File: src/rtl/udm_pkg.sv
// Shared definitions for the udm bus arbiter: FSM state encoding, master indices,
// the default watchdog read-data pattern and the round-robin pick helper.
package udm_pkg;

    typedef enum logic [1:0] {
        ST_IDLE = 2'd0,
        ST_REQ  = 2'd1,
        ST_RESP = 2'd2
    } udm_arb_state_e;

    localparam logic        UDM_M0           = 1'b0;
    localparam logic        UDM_M1           = 1'b1;
    localparam logic [31:0] UDM_TIMEOUT_DATA = 32'hDEADBEEF;

    // On a tie the master that was not served last wins; a lone requester always wins.
    function automatic logic udm_rr_pick(input logic req0, input logic req1, input logic last);
        logic pick;
        if (req0 && req1) begin
            pick = ~last;
        end else if (req1) begin
            pick = UDM_M1;
        end else begin
            pick = UDM_M0;
        end
        return pick;
    endfunction

endpackage

File: src/rtl/udm_arb_wdt.sv
// Watchdog counter for the udm bus arbiter; only instantiated when
// UDM_BUS_ARB_TIMEOUT_EN is defined. expire_o is high on the TIMEOUT-th cycle after a clear.
module udm_arb_wdt #(
    parameter int TIMEOUT = 1024
) (
    input  logic clk_i,
    input  logic rst_i,
    input  logic clr_i,
    output logic expire_o
);
    localparam int           CW   = (TIMEOUT > 1) ? $clog2(TIMEOUT) : 1;
    localparam logic [CW-1:0] LAST = CW'(TIMEOUT - 1);

    logic [CW-1:0] cnt_q;

    // Saturating cycle counter, cleared whenever the arbiter changes phase.
    always_ff @(posedge clk_i) begin
        if (rst_i || clr_i) begin
            cnt_q <= '0;
        end else if (cnt_q != LAST) begin
            cnt_q <= cnt_q + CW'(1);
        end else begin
            cnt_q <= cnt_q;
        end
    end

    assign expire_o = (cnt_q == LAST);

endmodule

File: src/rtl/udm_bus_arbiter.sv
// Round-robin arbiter between the udm debug master (m0) and the CPU (m1) onto one slave
// bus. Define UDM_BUS_ARB_TIMEOUT_EN to build in the watchdog abort path (udm_arb_wdt).
module udm_bus_arbiter
    import udm_pkg::*;
#(
    parameter int          TIMEOUT      = 1024,
    parameter logic [31:0] TIMEOUT_DATA = UDM_TIMEOUT_DATA
) (
    input  logic        clk_i,
    input  logic        rst_i,
    input  logic        m0_req_i,
    output logic        m0_ack_o,
    input  logic        m0_we_i,
    input  logic [31:0] m0_addr_bi,
    input  logic [3:0]  m0_be_bi,
    input  logic [31:0] m0_wdata_bi,
    output logic        m0_resp_o,
    output logic [31:0] m0_rdata_bo,
    input  logic        m1_req_i,
    output logic        m1_ack_o,
    input  logic        m1_we_i,
    input  logic [31:0] m1_addr_bi,
    input  logic [3:0]  m1_be_bi,
    input  logic [31:0] m1_wdata_bi,
    output logic        m1_resp_o,
    output logic [31:0] m1_rdata_bo,
    output logic        bus_req_o,
    input  logic        bus_ack_i,
    output logic        bus_we_o,
    output logic [31:0] bus_addr_bo,
    output logic [3:0]  bus_be_bo,
    output logic [31:0] bus_wdata_bo,
    input  logic        bus_resp_i,
    input  logic [31:0] bus_rdata_bi,
    output logic        grant_o,
    output logic        busy_o,
    output logic        err_o
);
    udm_arb_state_e state_q;
    logic           grant_q;
    logic           last_q;
    logic           abort_q;

    logic           g_req_s;
    logic           g_we_s;
    logic [31:0]    g_addr_s;
    logic [3:0]     g_be_s;
    logic [31:0]    g_wdata_s;
    logic           pick_s;
    logic           in_req_s;
    logic           in_resp_s;
    logic           expire_s;
    logic           drop_s;
    logic           abort_req_s;
    logic           ack_fire_s;
    logic           resp_to_s;
    logic           resp_fire_s;
    logic           tdata_s;
    logic           m_ack_s;
    logic           err_s;
    logic           active_s;

    assign g_req_s   = (grant_q == UDM_M1) ? m1_req_i    : m0_req_i;
    assign g_we_s    = (grant_q == UDM_M1) ? m1_we_i     : m0_we_i;
    assign g_addr_s  = (grant_q == UDM_M1) ? m1_addr_bi  : m0_addr_bi;
    assign g_be_s    = (grant_q == UDM_M1) ? m1_be_bi    : m0_be_bi;
    assign g_wdata_s = (grant_q == UDM_M1) ? m1_wdata_bi : m0_wdata_bi;
    assign pick_s    = udm_rr_pick(m0_req_i, m1_req_i, last_q);

    assign in_req_s  = (state_q == ST_REQ);
    assign in_resp_s = (state_q == ST_RESP);

    // A dropped request wins over everything; an expiry withdraws bus_req so a late ack is moot.
    assign drop_s      = in_req_s & ~g_req_s;
    assign abort_req_s = in_req_s & g_req_s & expire_s;
    assign ack_fire_s  = in_req_s & g_req_s & ~expire_s & bus_ack_i;
    assign resp_to_s   = in_resp_s & ~abort_q & ~bus_resp_i & expire_s;
    assign resp_fire_s = (in_resp_s & (abort_q | bus_resp_i)) | resp_to_s;
    assign tdata_s     = in_resp_s & (abort_q | (~bus_resp_i & expire_s));
    assign m_ack_s     = ack_fire_s | abort_req_s;
    assign err_s       = abort_req_s | resp_to_s;

`ifdef UDM_BUS_ARB_TIMEOUT_EN
    logic leave_s;
    logic wdt_clr_s;

    assign leave_s   = drop_s | m_ack_s | resp_fire_s;
    assign wdt_clr_s = (state_q == ST_IDLE) | leave_s;

    udm_arb_wdt #(
        .TIMEOUT (TIMEOUT)
    ) u_wdt (
        .clk_i    (clk_i),
        .rst_i    (rst_i),
        .clr_i    (wdt_clr_s),
        .expire_o (expire_s)
    );
`else
    // TIMEOUT only matters when the watchdog is built in.
    logic unused_timeout_s;
    assign unused_timeout_s = (TIMEOUT > 0);
    assign expire_s         = 1'b0;
`endif

    // Arbitration FSM: owner, last-served pointer and transaction phase.
    always_ff @(posedge clk_i) begin
        if (rst_i) begin
            state_q <= ST_IDLE;
            grant_q <= UDM_M0;
            last_q  <= UDM_M1;
            abort_q <= 1'b0;
        end else begin
            case (state_q)
                ST_IDLE: begin
                    if (m0_req_i || m1_req_i) begin
                        grant_q <= pick_s;
                        last_q  <= pick_s;
                        state_q <= ST_REQ;
                    end
                end
                ST_REQ: begin
                    if (drop_s) begin
                        state_q <= ST_IDLE;
                    end else if (m_ack_s) begin
                        state_q <= g_we_s ? ST_IDLE : ST_RESP;
                        abort_q <= abort_req_s & ~g_we_s;
                    end
                end
                ST_RESP: begin
                    if (resp_fire_s) begin
                        state_q <= ST_IDLE;
                        abort_q <= 1'b0;
                    end
                end
                default: begin
                    state_q <= ST_IDLE;
                    abort_q <= 1'b0;
                end
            endcase
        end
    end

    // Everything is forced low while reset is asserted so an interrupted transfer never pulses.
    assign active_s     = ~rst_i;
    assign bus_req_o    = active_s & g_req_s & in_req_s & ~expire_s;
    assign bus_we_o     = active_s & in_req_s & g_we_s;
    assign bus_addr_bo  = (active_s & in_req_s) ? g_addr_s  : 32'h0000_0000;
    assign bus_be_bo    = (active_s & in_req_s) ? g_be_s    : 4'h0;
    assign bus_wdata_bo = (active_s & in_req_s) ? g_wdata_s : 32'h0000_0000;

    assign m0_ack_o    = active_s & m_ack_s & (grant_q == UDM_M0);
    assign m1_ack_o    = active_s & m_ack_s & (grant_q == UDM_M1);
    assign m0_resp_o   = active_s & resp_fire_s & (grant_q == UDM_M0);
    assign m1_resp_o   = active_s & resp_fire_s & (grant_q == UDM_M1);
    assign m0_rdata_bo = ~active_s ? 32'h0000_0000 : (tdata_s ? TIMEOUT_DATA : bus_rdata_bi);
    assign m1_rdata_bo = ~active_s ? 32'h0000_0000 : (tdata_s ? TIMEOUT_DATA : bus_rdata_bi);

    assign grant_o = active_s & grant_q;
    assign busy_o  = active_s & (in_req_s | in_resp_s);
    assign err_o   = active_s & err_s;

endmodule
File: config.mk
export PLATFORM = sky130hd
export DESIGN_NAME = udm_bus_arbiter
export DESIGN_NICKNAME = d
export VERILOG_FILES = /design/src/rtl/udm_pkg.sv /design/src/rtl/udm_arb_wdt.sv /design/src/rtl/udm_bus_arbiter.sv
export SDC_FILE = /design/constraint.sdc
export NUM_CORES = 1
export LEC_CHECK = 0
export BUFFER_PORTS_ARGS = -buffer_cell sky130_fd_sc_hd__buf_4
export CORE_AREA = 3 3 122 124
export DETAILED_ROUTE_END_ITERATION = 10
export DIE_AREA = 0 0 125 127
export SLEW_MARGIN = 10
export SYNTH_ARGS = -nofsm -noshare
export SYNTH_HDL_FRONTEND = slang
export SYNTH_SLANG_ARGS = --single-unit
File: constraint.sdc
create_clock -name clk_i -period 2.96 [get_ports clk_i]
set_clock_uncertainty 0.2 [all_clocks]
set_input_delay 0.592 -clock clk_i [delete_from_list [all_inputs] [get_ports clk_i]]
set_output_delay 0.592 -clock clk_i [all_outputs]
set_load 0.005 [all_outputs]
==> results.cfg <==
[grt]
grtUsageMet1_pct = 12.13
use_met2_pct = 20.34
grt-busiest-layer = met2
grt_remaining_overflow = 0
grt_usage_pct = 10.65
grt_pass1_wl_um = 14280
grt_pass1_vias = 2826
grtUsageMet3_pct = 2.885
antenna_found_initial = 0
grt_max_degree = 55

[timing]
setup_viol = 0
rsz0062_at_grt = false
finalHoldViolations = 0
min_period_ns = 2.471
worst_slack_ns = 0.4886
period_share_pct = 83.49
max_freq_mhz = 404.6
hold_slack_ns = 0.2843
fin_setup_tns_ns = 0
drv_slew = 0

[yosys]
ys_types = 20
synth_area_mm2 = 0.001815
synth_nets = 442
yosysWarningCount = 0
postSynthCellCount = 263
yosysSeqAreaShare_pct = 4.411
ys_seq_elements = 4
syn_avg_cell_area_um2 = 6.903
synth_top_cell_by_area = mux2i_1
synth_area_leaders = mux2i_1 39%, buf_4 17%, nor2_1 15%
synth_top_area_share_pct = 38.59

[critical_path]
crit_path_start_kind = register
required_ns = 2.17
worstPathMaxFanout = 17
arrival_ns = 1.68
ff2ff_setup_slack_ns = 1.35
worst_r2r_endpoint = state_q[0]
r2r-start = state_q[0]
reg2reg_depth = 6
critPathCaptureType = output port
critPathKind = reg -> out

[placed_design]
place.gp.congestion = 0.7672
dp_slack_ns = 0.5226
hpwl_um = 8272
dpl_cell_area_mm2 = 0.004123
io_buffers = 315
dp.cells = 711

[clock_tree]
htree_levels = 1
cts_buffers = 3
cts_tree = done
cts_resized = 0
cts.clk_slew.worst_paths_ns = 0.03
clockBufferDepth = 2
root_buffer = clkbuf_16
cts.sinks = 4
clock_latency_ns = 0.23
postCtsSetupBuffers = 0
hold_buffers = 0

[finish]
final_cells = 715
syn2layout_area_growth_pct = 131.4
diodes = 0
final_nets = 715
drive_above_1_share_pct = 61.50
finalInstanceArea_mm2 = 0.004202

[hold_path]
min_path_type = reg -> reg
whs_path_depth = 1
hp-start = last_q
holdPathEnd = last_q

[routing]
drt_pass1_iterations = 4
vias = 2749
dr.first_iter.drc_count = 83
drt-total-wl_um = 9607
drc = 0
ant_nets = 0
drt-wirelength-per-cell_um = 13.44
viasPerCell = 3.845

[die]
die_x_um = 125
core-area_mm2 = 0.01388
die_h_um = 127
start_util_pct = 13.08
boundaryPins = 317
dieArea_mm2 = 0.01588
rows = 43

[power_and_ir_drop]
p_per_area_mw_per_mm2 = 224.9
leakagePower_nw = 2.161
ir_drop_v = 0.0002130

[outcome]
status = finished, final reports clean

[flow_run]
max_cap_violations = 0
power by group:
group	internal [mW]	switching, mW
clock	0.178	0.0403
sequential	0.0607	0.00752
combinational	0.402	0.257
total	0.641	0.304
critical path: stages (launching register included):
cell and delay (ns):
dfxtp_1 0.32, inv_1 0.08, ha_1 0.23, nand2b_2 0.30, buf_4 0.29, nor2_1 0.08
buf_4 0.14
flip-flops by register name, indices dropped and copies added (netlist names):
signal and flops:
grant_q 1, last_q 1, state_q 2
cells in the final DEF, fill, tap and decap left out, drive strengths merged:
master and count:
a211o 1, a21oi 3, buf 321, clkbuf 4, conb 1, dfxtp 4, ha 3, inv 3
mux2 1, mux2i 70, nand2 4, nand2b 6, nand3 1, nor2 74, nor2b 35, nor3 2
o21a 1, o32ai 1
logic make-up after synthesis:
| kind of cell | count (synthesis) | share of synthesized area [%] |
|---|---|---|
| flops | 4 | 4.411 |
| simple gates | 122 | 31.08 |
| fa+ha+maj | 3 | 2.068 |
| buf+inv | 56 | 20.40 |
| mux | 71 | 39.21 |
| other cells | 1 | 0.2066 |
| compound gates | 6 | 2.619 |
how the worst max path moves through the flow:
stage | from | slack, ns | end
2_1_floorplan | rst_i | 1.03 | bus_req_o
3_3_place_gp | rst_i | 0.55 | bus_wdata_bo[8]
3_5_place_dp | rst_i | 0.52 | bus_wdata_bo[8]
4_1_cts | state_q[1] | 0.46 | bus_wdata_bo[8]
5_1_grt | state_q[1] | 0.34 | bus_wdata_bo[8]
6_report | state_q[1] | 0.49 | bus_addr_bo[25]
stage by stage:
stage | util [%] | power (mW)
2_1_floorplan | - | 0.3698
3_3_place_gp | 29.70 | 0.7351
3_5_place_dp | 29.70 | 0.7370
4_1_cts | 30.27 | 0.9603
5_1_grt | 30.27 | 1.018
6_report | 30.27 | 0.9449
cell usage after synthesis (all sizes together):
cell type	count
nand2b	6
o32ai	1
nor2b	35
buf	48
nand2	4
clkbuf	5
ha	3
mux2i	70
nor2	74
inv	3
a211o	1
dfxtp	4
nand3	1
conb	1
mux2	1
o21a	1
nor3	2
a21oi	3
final cells by class:
type	instances	area, um2
multi-input cells	203	1368
repair buffers	321	2435
well taps	180	225.2
flip-flops and latches	4	83.83
fillers	1532	9679
inverters	3	11.26
clock buffers	4	78.83
metal layers:
metal / routed length (um) / up-vias
met5: 0 / -
met4: 70 / 0
met3: 1048 / 6
met2: 4943 / 190
met1: 3544 / 1187
li1: - / 1366
Power figures use the tool's default switching activity.
